[src/rtl/srb_read_arbiter.sv]
// srb_read_arbiter: shares the sparse read buffer's single read port among
// NUM_REQ requesters. Round-robin among requesters whose target entry is
// valid; one buffer read in flight at a time; the returned word is held in a
// response register until accepted. A per-requester watchdog turns a request
// for a never-valid entry into an error response.
module srb_read_arbiter #(
   parameter int unsigned NUM_REQ   = 4,
   parameter int unsigned SRB_DEPTH = 256,
   parameter int unsigned SRB_WIDTH = 8,
   parameter int unsigned TIMEOUT   = 64,
   localparam int unsigned PW       = $clog2(SRB_DEPTH),
   localparam int unsigned IDW      = $clog2(NUM_REQ),
   localparam int unsigned CW       = $clog2(TIMEOUT + 1)
) (
   input  logic                    clk,
   input  logic                    rst,
   input  logic [NUM_REQ-1:0]      req_valid_i,
   input  logic [NUM_REQ*PW-1:0]   req_ptr_i,
   output logic [NUM_REQ-1:0]      req_ready_o,
   output logic                    rsp_valid_o,
   output logic [IDW-1:0]          rsp_id_o,
   output logic [SRB_WIDTH-1:0]    rsp_data_o,
   output logic                    rsp_err_o,
   input  logic                    rsp_ready_i,
   output logic                    srb_read_valid_o,
   output logic [PW-1:0]           srb_read_ptr_o,
   output logic                    srb_read_rtn_enable_o,
   input  logic                    srb_read_enable_i,
   input  logic                    srb_read_rtn_valid_i,
   input  logic [SRB_WIDTH-1:0]    srb_read_rtn_data_i,
   input  logic [SRB_DEPTH-1:0]    srb_sparse_array_valid_i
);

   typedef enum logic [1:0] {
      StIdle,
      StIssue,
      StResp
   } state_e;

   // FSM and registered outputs
   state_e                 state_q;
   logic [IDW-1:0]         rr_q;
   logic [IDW-1:0]         gnt_q;
   logic                   err_q;
   logic                   rd_valid_q;
   logic [PW-1:0]          rd_ptr_q;
   logic                   rtn_en_q;
   logic                   rsp_valid_q;
   logic [SRB_WIDTH-1:0]   rsp_data_q;
   logic                   rsp_err_q;

   // Watchdogs
   logic [CW-1:0]          wdog_q [NUM_REQ];
   logic [CW-1:0]          wdog_d [NUM_REQ];

   // Request decode
   logic [PW-1:0]          req_ptr_a [NUM_REQ];
   logic [NUM_REQ-1:0]     eligible;
   logic [NUM_REQ-1:0]     timed_out;
   logic [NUM_REQ-1:0]     cand;

   // Arbitration
   logic                   gnt_found;
   logic [IDW-1:0]         gnt_idx;
   logic                   gnt_err;
   logic [31:0]            scan;
   logic [IDW-1:0]         rr_next;

   // Handshake completing the ISSUE state this cycle
   logic                   take;

   // Split the packed pointer bus and flag requesters that can be served now
   always_comb begin
      eligible  = '0;
      timed_out = '0;
      for (int unsigned i = 0; i < NUM_REQ; i++) begin
         req_ptr_a[i] = req_ptr_i[i*PW +: PW];
         eligible[i]  = req_valid_i[i] & srb_sparse_array_valid_i[req_ptr_a[i]];
         timed_out[i] = req_valid_i[i] & (wdog_q[i] == CW'(TIMEOUT));
      end
      cand = eligible | timed_out;
   end

   // Round-robin pick: first candidate at or after rr_q, wrapping upward
   always_comb begin
      gnt_found = 1'b0;
      gnt_idx   = '0;
      scan      = '0;
      for (int unsigned k = 0; k < NUM_REQ; k++) begin
         scan = 32'(rr_q) + k;
         if (scan >= NUM_REQ) begin
            scan = scan - NUM_REQ;
         end
         if (!gnt_found && cand[scan[IDW-1:0]]) begin
            gnt_found = 1'b1;
            gnt_idx   = scan[IDW-1:0];
         end
      end
      // A timed-out requester whose entry has just become valid is served normally
      gnt_err = timed_out[gnt_idx] & ~eligible[gnt_idx];
   end

   // Next round-robin start is the requester after the current owner
   always_comb begin
      if (gnt_q == IDW'(NUM_REQ - 1)) begin
         rr_next = '0;
      end else begin
         rr_next = gnt_q + IDW'(1);
      end
   end

   // Accept pulse: an error grant completes at once, a real read on the buffer handshake
   always_comb begin
      take        = (state_q == StIssue) &
                    (err_q | (srb_read_enable_i & srb_read_rtn_valid_i));
      req_ready_o = '0;
      if (take) begin
         req_ready_o[gnt_q] = 1'b1;
      end
   end

   // Watchdog next state: count while waiting on an invalid entry, saturate at TIMEOUT
   always_comb begin
      for (int unsigned i = 0; i < NUM_REQ; i++) begin
         wdog_d[i] = wdog_q[i];
         if (!req_valid_i[i] || req_ready_o[i]) begin
            wdog_d[i] = '0;
         end else if (!eligible[i] && (wdog_q[i] != CW'(TIMEOUT))) begin
            wdog_d[i] = wdog_q[i] + CW'(1);
         end
      end
   end

   // Watchdog registers
   always_ff @(posedge clk or posedge rst) begin
      if (rst) begin
         for (int unsigned i = 0; i < NUM_REQ; i++) begin
            wdog_q[i] <= '0;
         end
      end else begin
         for (int unsigned i = 0; i < NUM_REQ; i++) begin
            wdog_q[i] <= wdog_d[i];
         end
      end
   end

   // Arbiter FSM with all buffer-side and response outputs registered
   always_ff @(posedge clk or posedge rst) begin
      if (rst) begin
         state_q     <= StIdle;
         rr_q        <= '0;
         gnt_q       <= '0;
         err_q       <= 1'b0;
         rd_valid_q  <= 1'b0;
         rd_ptr_q    <= '0;
         rtn_en_q    <= 1'b0;
         rsp_valid_q <= 1'b0;
         rsp_data_q  <= '0;
         rsp_err_q   <= 1'b0;
      end else begin
         unique case (state_q)
            StIdle: begin
               if (gnt_found) begin
                  gnt_q      <= gnt_idx;
                  err_q      <= gnt_err;
                  // Error grants never touch the buffer
                  rd_valid_q <= ~gnt_err;
                  rtn_en_q   <= ~gnt_err;
                  rd_ptr_q   <= gnt_err ? '0 : req_ptr_a[gnt_idx];
                  state_q    <= StIssue;
               end
            end
            StIssue: begin
               if (take) begin
                  rsp_data_q  <= err_q ? '0 : srb_read_rtn_data_i;
                  rsp_err_q   <= err_q;
                  rsp_valid_q <= 1'b1;
                  rr_q        <= rr_next;
                  rd_valid_q  <= 1'b0;
                  rtn_en_q    <= 1'b0;
                  rd_ptr_q    <= '0;
                  state_q     <= StResp;
               end
            end
            StResp: begin
               if (rsp_ready_i) begin
                  rsp_valid_q <= 1'b0;
                  state_q     <= StIdle;
               end
            end
            default: begin
               state_q <= StIdle;
            end
         endcase
      end
   end

   assign rsp_valid_o           = rsp_valid_q;
   assign rsp_id_o              = gnt_q;
   assign rsp_data_o            = rsp_data_q;
   assign rsp_err_o             = rsp_err_q;
   assign srb_read_valid_o      = rd_valid_q;
   assign srb_read_ptr_o        = rd_ptr_q;
   assign srb_read_rtn_enable_o = rtn_en_q;

endmodule

[config.mk]
export PLATFORM = sky130hd
export DESIGN_NAME = srb_read_arbiter
export DESIGN_NICKNAME = d
export VERILOG_FILES = /design/src/rtl/srb_read_arbiter.sv
export SDC_FILE = /design/constraint.sdc
export NUM_CORES = 1
export LEC_CHECK = 0
export CAP_MARGIN = 15
export CELL_PAD_IN_SITES_DETAIL_PLACEMENT = 1
export CELL_PAD_IN_SITES_GLOBAL_PLACEMENT = 1
export CORE_UTILIZATION = 35
export CTS_CLUSTER_SIZE = 12
export DETAILED_ROUTE_END_ITERATION = 10
export GPL_TIMING_DRIVEN = 1
export PLACE_DENSITY_LB_ADDON = 0.1
export RECOVER_POWER = 25
export REMOVE_ABC_BUFFERS = 1
export SLEW_MARGIN = 25
export SYNTH_ARGS = -nofsm -noshare
export SYNTH_HDL_FRONTEND = slang
export SYNTH_SLANG_ARGS = --single-unit
[constraint.sdc]
create_clock -name clk -period 2.85 [get_ports clk]
set_input_delay 0.285 -clock clk [delete_from_list [all_inputs] [get_ports clk]]
set_output_delay 0.285 -clock clk [all_outputs]
set_load 0.03 [all_outputs]
==> flow_summary.ini, run 1 <==
[timing]
layout_setup_ws_ns = -0.7883
skew_ns = 0.007077
worst_slew_pin_slew_ns = 0.9451
period_share_pct = 127.7
period_minus_slack_ns = 3.638
hold_viol = 0
rsz0062_at_grt = true
max_slew_margin_pct = 36.99
setup_viol = 34
hold_slack_ns = 0.4722
slew_viol_final = 0
fmax_mhz = 274.9

[setup_path]
slowest_delay_ns = 0.55
cp_num_buf_inv = 6
cp.arrival_ns = 3.83
critical-path-top-delay-family = buffers and inverters
cp_slowest_cell = clkdlybuf4s50_1
crit_path_frequent_cell = buf_4
required_ns = 3.05
worst_setup_path_start_kind = input pin
worstPathCellList = clkdlybuf4s50_1 > mux4_2 > mux2i_1 > mux2_2 > o221ai_1 > buf_4 > o32a_1 > nand3_4 > a2111oi_4 > buf_4 > a311oi_4 > buf_6 > buf_4 > a221oi_2 > buf_4 > o41ai_2
critPathKind = in -> reg
reg2reg_from = wdog_q[23]$_DFFE_PP0P_
path_max_fanout = 13
cp-end-kind = flip-flop
critPathLaunch = srb_sparse_array_valid_i[108]

[cts]
clk_pin_slew_worst_paths_ns = 0.08
clock_path_buffers = 2
cts_tree = done
clock_latency_ns = 0.31
cts_root_buffer = clkbuf_16
h-tree-depth = 2
numClockSinks = 54
cts_buffers = 5
postCtsHoldBufs = 0

[global_route]
antenna_found_initial = 4
grt_pass1_vias = 16009
grt_max_degree = 24
grt_pass1_wl_um = 103200
overflow = 0
grt_use_total_pct = 38.85

[floorplan]
fp.dieW_um = 189.2
fp.dieArea_um2 = 35780
io_pins = 331
start_util_pct = 35.49
core_area_um2 = 34540
rows = 68
die_y_um = 189.2

[route]
vias = 15306
drt-initial-drc-count = 1201
ant_nets = 0
wl_um = 71540
route.detailed.drc = 0
firstDrtPassIters = 5
wl_per_cell_um = 29.92
viasPerCell = 6.402

[job]
cap_violations = 0

[synthesis]
ys_ff_latch = 54
synthArstFlopShare_pct = 100.0
syn_avg_cell_area_um2 = 10.43
synth_cell_types = 84
synth-edff-count = 0
synthesis.area_um2 = 12260
synthCells = 1175
synthFlopType = dfrtp_1
yosysWarningCount = 0
synth-seq-area-share_pct = 11.02

[layout]
final_cell_mix = 430 x buf_4, 189 x mux4_2, 163 x clkdlybuf4s50_1
drive_gt1_share_pct = 48.29
nets = 2250
final_common_cell = buf_4
fin_area_um2 = 21360
ff_latch_area_um2 = 1351
multiInputGateArea_um2 = 11090
fillers = 3733
syn2layout_area_growth_pct = 74.25

[run_status]
status = finished, violations left
violations = setup timing

[placed_design]
placed_cell_area_um2 = 19290
gp_congestion = 0.9994
pre_cts_slack_ns = -1.241
hpwl_um = 56000
numPortBuffers = 330

[worst_hold_path]
hold_start = rsp_data_o[6]$_DFFE_PP0P_
hp-class = reg -> reg

[pwr]
power.density_nw_per_um2 = 333.9
ir_worst_vdd_mv = 0.5681
p_leak_nw = 9.323
[cell usage after synthesis, drive strengths merged (12+ instances only)]
library cell / instances / area (um^2)
nand4: 13 / 81.33
o21ai: 32 / 163.9
xor2: 15 / 131.4
dfrtp: 54 / 1351
nand3: 47 / 240.2
mux4: 195 / 4437
a22oi: 74 / 584.3
a211oi: 13 / 102.6
mux2i: 164 / 1642
and2: 17 / 106.4
clkbuf: 37 / 138.9
ha: 12 / 150.1
and3: 13 / 81.33
nor2: 57 / 216.5
a31oi: 12 / 75.07
buf: 73 / 574.3
inv: 26 / 97.59
a21oi: 30 / 150.1
nand2: 108 / 405.4
nor2b: 30 / 187.7
[where the power goes]
part	internal (mW)	switching, mW	total, mW
Sequential	0.968	0.237	1.21
Combinational	2.64	2.62	5.26
Clock	0.354	0.312	0.666
[worst reg2reg max path, cell delays in order (launching register included)]
cell      delay, ns
dfrtp_1        0.39
nor4b_1        0.43
nand4b_1       0.30
inv_1          0.18
nor3_2         0.07
a41oi_2        0.17
buf_4          0.16
nand3_2        0.13
nor3_4         0.26
nor3_2         0.09
buf_6          0.17
buf_4          0.15
and3_4         0.17
o41ai_4        0.30
[path summary, 6_finish.rpt]
kind,endpoint,slack [ns],cells past startpoint
setup / recovery,srb_read_ptr_o[3]$_DFFE_PP0P_,-0.79,16
hold / removal,rsp_data_o[6]$_DFFE_PP0P_,0.47,2
setup reg to reg,srb_read_ptr_o[2]$_DFFE_PP0P_,-0.20,13
hold reg to reg,rsp_data_o[6]$_DFFE_PP0P_,0.47,2
max in group asynchronous,rsp_id_o[1]$_DFFE_PP0P_,1.08,3
min in group asynchronous,wdog_q[18]$_DFFE_PP0P_,0.50,2
[per-layer routing]
| layer | global-route usage (%) | up-vias | routed length, um |
|---|---|---|---|
| li1 | - | 6336 | - |
| met1 | 47.40 | 7831 | 26960 |
| met2 | 67.80 | 919 | 35200 |
| met3 | 4.282 | 218 | 5181 |
| met4 | 19.54 | 2 | 4179 |
| met5 | 0 | - | 11 |
[layout make-up]
type	count	share of cell area (%)
clock buffers	6	0.6501
multi-input cells	984	51.91
flip-flops and latches	54	6.325
inverters	27	0.4802
clock inverters	2	0.08199
diodes	2	0.02343
repair buffers	861	37.87
well taps	455	2.665
[through the flow]
step	power, mW	util [%]	cells	setup TNS [ns]
global placement	5.539	55.85	2315	-32.66
floorplan	3.115	-	1065	-7.739
global route	7.422	61.85	2391	-13.92
detailed placement	5.649	55.85	2315	-32.94
CTS	6.776	60.33	2372	-8.407
finish	7.133	61.85	2391	-11.46
[registers in the layout (all words and copies together) (netlist names)]
name,flops
rsp_valid_o,1
wdog_q,28
srb_read_ptr_o,8
rsp_data_o,8
state_q,2
srb_read_rtn_enable_o,1
err_q,1
rsp_id_o,2
rsp_err_o,1
rr_q,2
[logic make-up after synthesis]
kind of cell	after synthesis	share of synthesized area [%]
compound gates	238	14.88
xor+xnor	20	1.429
fa+ha+maj	12	1.225
buf+inv	137	6.643
flops	54	11.02
mux	365	50.13
simple gates	349	14.68
[repair_timing]
action / 4_1_cts / 5_1_grt
buffers inserted: 43 / 20
gates cloned: 11 / 1
endpoints found under the hold margin: 0 / 0
pin swaps: 76 / 43
gates resized for setup: 405 / 103
setup endpoints to repair: 40 / 36
(Power assumes the default switching activity.)
==> run 2, diff against run 1 <==
- CAP_MARGIN: 15 -> 10
==> results of run 2 <==
Same layout as run 1: the final DEF is identical, and so are final timing and power.
